`config.mk`:
```
export PLATFORM = sky130hd
export DESIGN_NAME = contrast_pipe
export DESIGN_NICKNAME = d
export VERILOG_FILES = /design/src/rtl/contrast_pkg.sv /design/src/rtl/contrast_chan.sv /design/src/rtl/contrast_pipe.sv
export SDC_FILE = /design/constraint.sdc
export NUM_CORES = 1
export LEC_CHECK = 0
export CAP_MARGIN = 20
export CORE_MARGIN = 5
export CORE_UTILIZATION = 63
export CTS_BUF_LIST = sky130_fd_sc_hd__clkbuf_16
export CTS_CLUSTER_DIAMETER = 150
export DETAILED_ROUTE_END_ITERATION = 16
export PLACE_DENSITY = 0.88
export SYNTH_ARGS = -nofsm -noshare
export SYNTH_HDL_FRONTEND = slang
export SYNTH_HIERARCHICAL = 1
export SYNTH_SLANG_ARGS = --single-unit
```
`constraint.sdc`:
```
create_clock -name clk -period 9.1 [get_ports clk]
set_input_delay 1.82 -clock clk [delete_from_list [all_inputs] [get_ports clk]]
set_output_delay 1.82 -clock clk [all_outputs]
set_load 0.03 [all_outputs]
```
`src/rtl/contrast_pkg.sv`:
```
// Shared constants and helpers for the contrast pipeline.
// Latency: n/a (package only).
// Backpressure: n/a.
package contrast_pkg;

    localparam int DW_DEF    = 8;
    localparam int NCH_DEF   = 3;
    localparam int LW_DEF    = 4;
    localparam int FRAC_DEF  = 3;
    localparam int UNITY_LVL = 1 << FRAC_DEF;

    // Clamp a signed value into the unsigned range [0, 2^w-1].
    function automatic logic [31:0] clamp_u(input logic signed [31:0] v, input int unsigned w);
        logic signed [31:0] hi;
        hi = (32'sd1 <<< w) - 32'sd1;
        if (v < 32'sd0)
            return '0;
        else if (v > hi)
            return hi;
        else
            return v;
    endfunction

endpackage

```
`src/rtl/contrast_chan.sv`:
```
// One colour channel: scale (pix - pivot) by level/2^FRAC, add pivot back, clamp.
// Latency: 2 clocks (S1 multiply, S2 shift/add/clamp), output registered.
// Backpressure: none; a new sample is accepted every clock.
module contrast_chan
    import contrast_pkg::*;
#(
    parameter int DW   = DW_DEF,
    parameter int LW   = LW_DEF,
    parameter int FRAC = FRAC_DEF
) (
    input  logic          clk,
    input  logic          rst_n,
    input  logic [DW-1:0] pix,
    input  logic [DW-1:0] pivot,
    input  logic [LW-1:0] level,
`ifdef CONTRAST_CLIP_CNT_EN
    output logic          clip,
`endif
    output logic [DW-1:0] y
);

    localparam int PW = DW + LW + 1;
    localparam int SW = PW + 1;

    logic signed [DW:0]    d;
    logic signed [PW-1:0]  d_x, l_x, p_n, p_s1;
    logic        [DW-1:0]  pivot_s1;
    logic signed [SW-1:0]  s, sum;
    logic        [31:0]    cl;
    logic        [DW-1:0]  y_n;

    always_comb begin
        d   = $signed({1'b0, pix}) - $signed({1'b0, pivot});
        d_x = PW'(d);
        l_x = $signed({{(DW + 1){1'b0}}, level});
        p_n = d_x * l_x;
    end

    // Arithmetic shift floors toward -inf, so negative deltas round down.
    always_comb begin
        s   = SW'(p_s1) >>> FRAC;
        sum = $signed({{(SW - DW){1'b0}}, pivot_s1}) + s;
        cl  = clamp_u(32'(sum), DW);
        y_n = cl[DW-1:0];
    end

    always_ff @(posedge clk or negedge rst_n) begin
        if (!rst_n) begin
            p_s1     <= '0;
            pivot_s1 <= '0;
            y        <= '0;
        end else begin
            p_s1     <= p_n;
            pivot_s1 <= pivot;
            y        <= y_n;
        end
    end

`ifdef CONTRAST_CLIP_CNT_EN
    always_ff @(posedge clk or negedge rst_n) begin
        if (!rst_n)
            clip <= 1'b0;
        else
            clip <= (32'(sum) != cl);
    end
`endif

endmodule

```
`src/rtl/contrast_pipe.sv`:
```
// Per-pixel contrast about a pivot, frame-synchronous gain commit; CONTRAST_CLIP_CNT_EN adds clip_count.
// Latency: fixed 2 clocks for out_valid, out_pix and pass_thru.
// Backpressure: none; invalid pixels still advance through the pipeline.
module contrast_pipe
    import contrast_pkg::*;
#(
    parameter int DW      = DW_DEF,
    parameter int NCH     = NCH_DEF,
    parameter int LW      = LW_DEF,
    parameter int FRAC    = FRAC_DEF,
    parameter int LVL_RST = UNITY_LVL,
    parameter int PASS_W  = 24
) (
    input  logic              clk,
    input  logic              rst_n,
    input  logic              enable,
    input  logic              frame_en,
    input  logic              inc,
    input  logic              dec,
    input  logic              in_valid,
    input  logic [NCH*DW-1:0] in_pix,
    input  logic [DW-1:0]     pivot,
    input  logic [PASS_W-1:0] pass_in,
    output logic              out_valid,
    output logic [NCH*DW-1:0] out_pix,
    output logic [PASS_W-1:0] pass_thru,
`ifdef CONTRAST_CLIP_CNT_EN
    output logic [15:0]       clip_count,
`endif
    output logic [LW-1:0]     level_out,
    output logic [LW-1:0]     level_pend
);

    logic          inc_q, dec_q, inc_p, dec_p;
    logic [LW-1:0] pend_n;

    always_comb begin
        inc_p  = inc & ~inc_q;
        dec_p  = dec & ~dec_q;
        pend_n = level_pend;
        if (inc_p && !dec_p && level_pend != '1)
            pend_n = level_pend + LW'(1);
        else if (dec_p && !inc_p && level_pend != '0)
            pend_n = level_pend - LW'(1);
    end

    // Commit uses pend_n so a step landing on the frame_en cycle is not lost.
    always_ff @(posedge clk or negedge rst_n) begin
        if (!rst_n) begin
            inc_q      <= 1'b0;
            dec_q      <= 1'b0;
            level_pend <= LW'(LVL_RST);
            level_out  <= LW'(LVL_RST);
        end else begin
            inc_q      <= inc;
            dec_q      <= dec;
            level_pend <= pend_n;
            if (frame_en)
                level_out <= pend_n;
        end
    end

    logic              vld_s1, en_s1, en_s2;
    logic [NCH*DW-1:0] pix_s1, pix_s2, y_all;
    logic [PASS_W-1:0] pass_s1;
    logic [NCH-1:0]    clip_v;

    always_ff @(posedge clk or negedge rst_n) begin
        if (!rst_n) begin
            vld_s1    <= 1'b0;
            out_valid <= 1'b0;
            en_s1     <= 1'b0;
            en_s2     <= 1'b0;
            pix_s1    <= '0;
            pix_s2    <= '0;
            pass_s1   <= '0;
            pass_thru <= '0;
        end else begin
            vld_s1    <= in_valid;
            out_valid <= vld_s1;
            en_s1     <= enable;
            en_s2     <= en_s1;
            pix_s1    <= in_pix;
            pix_s2    <= pix_s1;
            pass_s1   <= pass_in;
            pass_thru <= pass_s1;
        end
    end

    for (genvar i = 0; i < NCH; i++) begin : g_chan
        contrast_chan #(.DW(DW), .LW(LW), .FRAC(FRAC)) u_chan (
            .clk   (clk),
            .rst_n (rst_n),
            .pix   (in_pix[i*DW +: DW]),
            .pivot (pivot),
            .level (level_out),
`ifdef CONTRAST_CLIP_CNT_EN
            .clip  (clip_v[i]),
`endif
            .y     (y_all[i*DW +: DW])
        );
    end

    // Both mux inputs are registers, so out_pix is glitch-free and bit-exact in bypass.
    assign out_pix = en_s2 ? y_all : pix_s2;

`ifdef CONTRAST_CLIP_CNT_EN
    logic [15:0] cnt_q, add, cnt_n;
    logic [16:0] sum17;

    always_comb begin
        add = '0;
        if (out_valid && en_s2)
            for (int i = 0; i < NCH; i++)
                add = add + 16'(clip_v[i]);
        sum17 = {1'b0, cnt_q} + {1'b0, add};
        cnt_n = sum17[16] ? 16'hFFFF : sum17[15:0];
    end

    always_ff @(posedge clk or negedge rst_n) begin
        if (!rst_n) begin
            cnt_q      <= '0;
            clip_count <= '0;
        end else if (frame_en) begin
            clip_count <= cnt_n;
            cnt_q      <= '0;
        end else begin
            cnt_q <= cnt_n;
        end
    end
`else
    assign clip_v = '0;
    logic unused_clip;
    assign unused_clip = ^clip_v;
`endif

endmodule

```
==> results of run 1 <==
## cells by family (layout without fill, tap and decap cells)
kind of cell             count (synthesis)  in the layout  share of synthesized area [%]
AND/OR/NAND/NOR                        290            290                          13.23
buffers and inverters                  180            319                          5.865
AO/OA/AOI/OAI                          200            200                          11.98
XOR/XNOR                                61             61                          4.587
adder cells (fa/ha/maj)                173            173                          21.89
flip-flops                             188            188                          39.40
multiplexers                            33             33                          3.048
## report_power, final
part           leakage [nW]  internal, mW  switching [mW]
clock network         0.291         0.371           0.370
registers              2.20          1.05           0.147
logic                  4.20          1.40            1.86
## worst paths after layout
path	start	to	cells past startpoint
max	pivot[1]	g_chan[0].u_chan/p_s1[12]	21
min	pix_s1[16]	pix_s2[16]	0
max reg2reg	level_out[2]	g_chan[2].u_chan/p_s1[12]	13
min reg2reg	pix_s1[16]	pix_s2[16]	0
max in group asynchronous	rst_n	pass_thru[3]	3
min in group asynchronous	rst_n	inc_q	1
## critical path, cell delays in order
cell and delay, ns:
sky130_fd_sc_hd__clkdlybuf4s50_1 0.78, sky130_fd_sc_hd__inv_1 0.11, sky130_fd_sc_hd__ha_1 0.32, sky130_fd_sc_hd__nor2b_1 0.14, sky130_fd_sc_hd__o21ai_0 0.24, sky130_fd_sc_hd__a21o_1 0.18, sky130_fd_sc_hd__nand2_1 0.07, sky130_fd_sc_hd__xor2_1 0.31
sky130_fd_sc_hd__and2_1 0.18, sky130_fd_sc_hd__ha_1 0.25, sky130_fd_sc_hd__fa_1 0.54, sky130_fd_sc_hd__inv_1 0.06, sky130_fd_sc_hd__fa_1 0.53, sky130_fd_sc_hd__inv_1 0.04, sky130_fd_sc_hd__ha_1 0.34, sky130_fd_sc_hd__and3_1 0.22
sky130_fd_sc_hd__a221oi_1 0.39, sky130_fd_sc_hd__o21ai_0 0.23, sky130_fd_sc_hd__nand3_1 0.12, sky130_fd_sc_hd__nand2_1 0.06, sky130_fd_sc_hd__xnor3_1 0.18
## final cells by class
cell class / count / share of cell area (%)
Multi-Input combinational cell: 757 / 46.66
Sequential cell: 188 / 33.59
Clock inverter: 15 / 1.205
Inverter: 164 / 4.393
Clock buffer: 17 / 3.036
Tap cell: 234 / 2.089
Timing Repair Buffer: 123 / 9.027
## cell usage after synthesis (13+ instances only)
library cell / n / area (um^2)
sky130_fd_sc_hd__o21ai_0: 30 / 150.1
sky130_fd_sc_hd__mux2_2: 26 / 292.8
sky130_fd_sc_hd__o21a_1: 20 / 150.1
sky130_fd_sc_hd__xor2_1: 24 / 210.2
sky130_fd_sc_hd__nand2b_1: 13 / 81.33
sky130_fd_sc_hd__inv_1: 164 / 615.6
sky130_fd_sc_hd__nand2_1: 69 / 259.0
sky130_fd_sc_hd__nor2_1: 51 / 191.4
sky130_fd_sc_hd__xnor2_1: 36 / 315.3
sky130_fd_sc_hd__ha_1: 113 / 1414
sky130_fd_sc_hd__o21bai_1: 13 / 97.59
sky130_fd_sc_hd__a21o_1: 15 / 112.6
sky130_fd_sc_hd__fa_1: 60 / 1201
sky130_fd_sc_hd__and2_1: 61 / 381.6
sky130_fd_sc_hd__dfrtp_1: 186 / 4654
sky130_fd_sc_hd__nor2b_1: 30 / 187.7
sky130_fd_sc_hd__a21oi_1: 42 / 210.2
## through the flow
step | instances | util [%] | area, um^2 | worst slack [ns]
finish | 1498 | 74.92 | 14010 | 2.296
global route | 1498 | 74.92 | 14010 | 1.917
CTS | 1496 | 74.62 | 13960 | 2.342
detailed placement | 1464 | 71.44 | 13360 | 1.997
global placement | 1464 | 71.44 | 13360 | 2.143
floorplan | 1125 | - | 11950 | 3.124
## flip-flops by register name, indices dropped and copies added (netlist names)
signal	cells
g_chan.u_chan/p_s1	30
g_chan.u_chan/pivot_s1	24
g_chan.u_chan/y	24
pass_s1	24
pass_thru	24
pix_s1	24
pix_s2	24
level_out	4
level_pend	4
dec_q	1
en_s1	1
en_s2	1
inc_q	1
out_valid	1
vld_s1	1
## metal layers
metal / vias up / share of wire, %
li1: 4009 / -
met1: 4279 / 43
met2: 334 / 49
met3: 59 / 5.3
met4: 0 / 2.7
met5: - / 0
==> results.txt, run 1 <==
The flow ran to the end, and the final reports show no timing, DRC or antenna violations. The filler cells instantiated in the layout total 1,186. The y dimension of the die came out at 147.7 um. In this run, synthesis inferred 0 flip-flops with an integrated enable. The maximum resistive drop on vdd is 0.2139 mV. The clock-pin slew on the worst setup and hold paths came out at 0.08 ns.

The H-tree level count came out at 4. The number of inserted diodes came out at 0. Data arrives at the worst endpoint at 7.11 ns. The number of standard-cell rows in the floorplan is 50. Gates resized during post-CTS repair numbered 0. The later-pin clock latency in the skew report came out at 0.44 ns. The leakage component of the power is 6.694 nW. In this run the post-CTS setup repair buffer count came out at 0. From synthesis to final layout, the design area changed by 17.30%. The post-cts hold buffer count came out at 0. The total of buffers placed on input and output ports is 119. The global routing stage identified its most utilized layer as met2. TritonCTS built the clock tree. The first detailed-routing pass ran for 5 iterations. The global-route wire length before repair is 43.52 mm. The warning count from the yosys run is 6.

Summing all multi-input logic gate instances after layout gives 0.006539 mm^2. Across the routed clock network, the largest skew measured is 0.01172 ns. The number of different library cells used by synthesis comes to 88.

The proportion of register bits with asynchronous set or reset after synthesis came out at 100.0%. The worst path uses 74.77% of the clock period. The total DRC errors in the routed layout came out at 0. The buffer cell driving the clock tree root is sky130_fd_sc_hd__clkbuf_16. The smallest clock period supported by the final layout is computed as 6.804 ns. The category of the critical setup timing path is primary input to flip-flop. The all-layer global routing usage is 24.75%. The met1 usage in global routing is 34.09%.

Power spread over the standard cell area amounts to 370.9 mW/mm^2. The library cell used most frequently in the layout, excluding fill and tap cells, is sky130_fd_sc_hd__dfrtp_1. The starting DRC count in detailed routing came out at 736. In this run the worst path has a maximum fanout of 9.

In the final layout, flip-flops and latches occupy 0.004707 mm^2. The average vias per placed instance came out at 5.795. The setup TNS came out at 0 ns. The count of endpoints failing hold in the final timing report is 0. The placer congestion estimate is 0.8893. The worst setup path is captured at a flip-flop.

The number of global-route vias before repair is 8,736. The final number of max-transition violations is 0. The path class of the tightest hold or removal check is flip-flop to flip-flop. The detail route stage leaves a number of antenna-violating nets equal to 0. The number of max-cap violations is 0.

The startpoint class of the critical path is a primary input. The clock sink count is 188. In this run the standard cell core region covers 0.01871 mm^2. The final wirelength came out at 26.77 mm. The initial antenna violation count came out at 0. The required time at the worst-slack endpoint came out at 9.40 ns. The slew at the pin closest to its max-slew limit came out at 1.021 ns.

The tightest hold path in the finished design has a slack of 0.3450 ns. The worst slew margin relative to its limit came out at 31.90%. In the final routed layout, each cell accounts on average for 17.87 um. Global routing consumed, on the met3 layer, 2.851% of the routing resources. The post-synthesis net count is 1,361. The number of buffers between clock root and the deepest sink came out at 2. For this run, the post-layout net count is 1,487. The number of instances in the synthesized netlist is 1,125.

The portion of the post-synthesis area used by sequential elements is 39.40%. The maximum number of pins on one net before global-route repair is 106. In the global route stage, met2 resource usage came out at 41.34%.

The horizontal die dimension came out at 147.7 um. The via count of the routed design came out at 8,681. The post-route total power came out at 5.198 mW. The proportion of layout cells with a drive suffix above 1 came out at 7.278%. For this run, the leading register cell type out of synthesis is sky130_fd_sc_hd__dfrtp_1.

Setup violations remaining at the end of the flow were counted as 0. The post-synth design cell area came out at 0.01195 mm^2. In this run, synthesis produced a sequential element count of 188. The achievable clock frequency is 147.0 MHz. The total CTS buffers is 17. The post-synthesis average cell area is 10.62 um^2.

The setup check on the worst reg-to-reg path leaves a slack of 4.84 ns. The initial core utilization came out at 63.87%. The overflow left after global routing came out at 0.

The floorplan die area came out at 0.02182 mm^2. For this design the top-level I/O count stands at 120. Setup repair after global routing left no endpoint under its margin. In the layout the commonest cells are sky130_fd_sc_hd__dfrtp_1, sky130_fd_sc_hd__inv_1, sky130_fd_sc_hd__clkdlybuf4s50_1. The HPWL after detailed placement is 19.03 mm.
No activity file was read; power rests on OpenSTA's default activity.
==> inputs of run 2 (changes only) <==
Settings changed: CORE_UTILIZATION 63 to 58, PLACE_DENSITY 0.88 to 0.82.
Clock period 9.1 ns to 6.4 ns, I/O delays scaled along.
==> run 2 against run 1 <==
Against the previous run:
- routed wire length decreased by 9.3%
- final cell count up 2.9%
- sequential share of layout area shrank 0.16 points
- global-route usage fell by 3.8 points
- final area up 0.46%
- combinational power rose by 40%
- count of clock-buffer cells in the layout unchanged
- first-iteration DRC count is 35% lower
- register-to-register slack worse by 2.7 ns
==> results.txt, run 2 (synthesis gave the netlist of run 1 again) <==
The starting DRC count in detailed routing came out at 475 (was 736). The clock sink count is 188 (unchanged). The most common library cell in the layout ignoring fill and taps is sky130_fd_sc_hd__dfrtp_1 (unchanged). The number of inserted diodes is 0 (unchanged). The area added between synthesis and finish is 17.85% (was 17.30%). The startpoint class of the critical path was a primary input (unchanged). The part of the power in the clock network was 14.2% (was 14.3%). The count of endpoints failing hold in the final timing report was 0 (unchanged).

The horizontal die dimension is 153.5 um (was 147.7 um). The power per standard cell area came out at 516.8 mW/mm^2 (was 370.9 mW/mm^2). The total core area came to 0.02023 mm^2 (was 0.01871 mm^2). The peak fanout along the critical path came out at 5 (was 9). The number of setup violations in the final report is 0 (unchanged). The achievable clock frequency came out at 166.1 MHz.

The register containing the most flip-flops in the final layout is g_chan.u_chan/p_s1 (unchanged). The placer congestion estimate came out at 0.9286 (was 0.8893). The number of max-cap violations is 0 (unchanged). The overflow left after global routing came to 0 (unchanged). The total CTS buffers came out at 17 (unchanged). List of cells traversed by the critical path: clkdlybuf4s50_1 -> buf_4 -> inv_1 -> ha_1 -> nor2b_1 -> o21bai_1 -> nand2b_1 -> a211oi_1 -> nor2_1 -> and2_1 -> ha_1 -> fa_1 -> inv_1 -> fa_1 -> inv_1 -> ha_1 -> a21o_1 -> o21bai_1 -> a21oi_1 -> o21ai_0 -> xor2_1 (was clkdlybuf4s50_1 -> inv_1 -> ha_1 -> nor2b_1 -> o21ai_0 -> a21o_1 -> nand2_1 -> xor2_1 -> and2_1 -> ha_1 -> fa_1 -> inv_1 -> fa_1 -> inv_1 -> ha_1 -> and3_1 -> a221oi_1 -> o21ai_0 -> nand3_1 -> nand2_1 -> xnor3_1).

The number of nets still failing antenna checks after routing is 0 (unchanged). The number of nets in the finished design came out at 1,494 (was 1,487). Leading cell types in the layout, fill and taps excluded: sky130_fd_sc_hd__dfrtp_1, sky130_fd_sc_hd__inv_1, sky130_fd_sc_hd__clkdlybuf4s50_1 (unchanged).

The proportion of layout cells with a drive suffix above 1 came out at 7.789% (was 7.278%). The floorplan die area came out at 0.02357 mm^2 (was 0.02182 mm^2). The global-route wire length before repair came out at 40.51 mm (was 43.52 mm). The worst setup slack before clock tree synthesis came to -0.001835 ns (was 1.997 ns).

The total DRC errors in the routed layout is 0 (unchanged). The I/O pin count came out at 120 (unchanged). The initial core utilization was 59.04% (was 63.87%). The final number of max-transition violations came out at 0 (unchanged). The HPWL after detailed placement is 18.47 mm (was 19.03 mm).

The slew at the pin closest to its max-slew limit is 1.062 ns (was 1.021 ns). The average vias per placed instance came out at 5.441 (was 5.795). The final-layout fill cell count came out at 1,434 (was 1,186). The critical path endpoint category is a flip-flop (unchanged). The cell at the slowest stage of the critical path is sky130_fd_sc_hd__clkdlybuf4s50_1 (unchanged). The clock-pin slew on the worst setup and hold paths was 0.08 ns (about the same). The worst hold-check path type is flip-flop to flip-flop (unchanged). The H-tree level count was 4 (unchanged).

The switching power is 3.248 mW (was 2.377 mW). The quantity of gates resized following cts is 0 (unchanged). The final wirelength is 24.29 mm (was 26.77 mm). The y dimension of the die came to 153.5 um (was 147.7 um).

The combinational share of power came out at 62.5% (was 62.8%). The via count of the routed design came to 8,384 (was 8,681). The buffer cell driving the clock tree root is sky130_fd_sc_hd__clkbuf_16 (unchanged). The maximum resistive drop on vdd is 0.2664 mV (was 0.2139 mV). Unrepaired setup endpoints after global routing: no (unchanged).

The required time at the worst-slack endpoint came out at 6.69 ns (was 9.40 ns). The maximum number of pins on one net before global-route repair came out at 82 (was 106). The stage delay of the slowest cell on the critical path was 0.57 ns (was 0.78 ns). The final worst slack is 0.3797 ns (was 2.296 ns). Result of the run: complete, no violations (unchanged). The category of the critical setup timing path is primary input to flip-flop (unchanged).

The worst-case clock skew is 0.01609 ns (was 0.01172 ns). The total of buffers placed on input and output ports was 119 (unchanged). The first-pass iteration count of the detailed router came out at 5 (unchanged).

The setup TNS was 0 ns (unchanged). The switching share of power is 44.65% (was 45.73%). The leakage component of the power is 6.716 nW (was 6.694 nW). The number of buffers between clock root and the deepest sink came out at 2 (unchanged). The all-layer global routing usage is 20.99% (was 24.75%). The clock tree from TritonCTS was done (unchanged). The wire length per cell came out at 15.76 um (was 17.87 um). The later-pin clock latency in the skew report is 0.43 ns (was 0.44 ns).

After layout, the worst path uses 94.07% of the clock period. The number of global-route vias before repair is 8,254 (was 8,736). The smallest clock period supported by the final layout is computed as 6.020 ns. The buffer count from post-CTS setup fixing is 0 (unchanged). The internal power of the cells is 4.027 mW (was 2.821 mW). The number of flip-flops in the largest register came out at 30 (unchanged). The sequential share of power is 23.3% (was 23.0%).

The data arrival time at the worst-slack endpoint is 6.31 ns (was 7.11 ns). The worst slew margin relative to its limit is 29.20% (was 31.90%). The post-cts hold buffer count was 0 (unchanged). The initial antenna violation count was 0 (unchanged). The number of standard-cell rows in the floorplan came out at 52 (was 50).
[run 2: power groups by stage]
| stage | combinational [mW] | clock, mW | sequential, mW |
|---|---|---|---|
| 6_report | 4.55 | 1.03 | 1.70 |
| 5_1_grt | 5.10 | 1.11 | 1.73 |
| 4_1_cts | 4.53 | 1.06 | 1.70 |
| 3_5_place_dp | 4.47 | 0 | 1.72 |
| 3_3_place_gp | 4.33 | 0 | 1.71 |
| 2_1_floorplan | 3.46 | 0 | 1.68 |
[run 2: final cells by class]
| cell class | instances | area (um^2) | share of cell area, % |
|---|---|---|---|
| inverters | 164 | 615.6 | 4.373 |
| flip-flops and latches | 188 | 4707 | 33.43 |
| well taps | 270 | 337.8 | 2.400 |
| multi-input cells | 757 | 6539 | 46.45 |
| clock inverters | 15 | 176.4 | 1.253 |
| repair buffers | 130 | 1277 | 9.074 |
| clock buffers | 17 | 425.4 | 3.022 |
[run 2: through the flow]
step | instance area, um^2 | power, mW | hold slack, ns | cells | utilization (%)
floorplan | 11950 | 5.139 | 0.3312 | 1125 | -
global placement | 13480 | 6.039 | 0.3314 | 1509 | 66.60
detailed placement | 13480 | 6.190 | 0.3347 | 1509 | 66.60
CTS | 14080 | 7.290 | 0.3509 | 1541 | 69.58
global route | 14080 | 7.937 | 0.3584 | 1541 | 69.58
finish | 14080 | 7.276 | 0.3462 | 1541 | 69.58
[run 2: worst paths after layout]
kind | to | depth (start not counted) | slack (ns) | start
min in group asynchronous | level_out[2] | 1 | 0.88 | rst_n
hold / removal | pass_thru[19] | 0 | 0.35 | pass_s1[19]
setup reg to reg | g_chan[2].u_chan/p_s1[12] | 13 | 2.13 | level_out[2]
hold reg to reg | pass_thru[19] | 0 | 0.35 | pass_s1[19]
setup / recovery | g_chan[2].u_chan/p_s1[12] | 21 | 0.38 | pivot[2]
max in group asynchronous | g_chan[1].u_chan/pivot_s1[7] | 2 | 4.30 | rst_n
[run 2: per-layer routing]
layer / wire [um] / global-route usage (%) / part of all wire [%] / up-vias
li1: - / - / - / 4013
met1: 11260 / 30.21 / 46 / 4095
met2: 11330 / 33.44 / 47 / 249
met3: 1346 / 3.626 / 5.5 / 27
met4: 347 / 5.467 / 1.4 / 0
met5: 0 / 0 / 0 / -
[run 2: critical path, delay by kind of cell]
family	cells	cell delay, ns
adders and majority gates	5	2.05
xor gates and xnor gates	1	0.16
buffers and inverters	5	0.90
and+or+nand+nor	4	0.59
AOI/OAI and AO/OA	6	1.32
==> inputs of run 3 (changes only) <==
Settings changed: ABC_CLOCK_PERIOD_IN_PS from default to 6400.
==> results of run 3 <==
Final layout, timing and power as in run 2 (identical DEF).
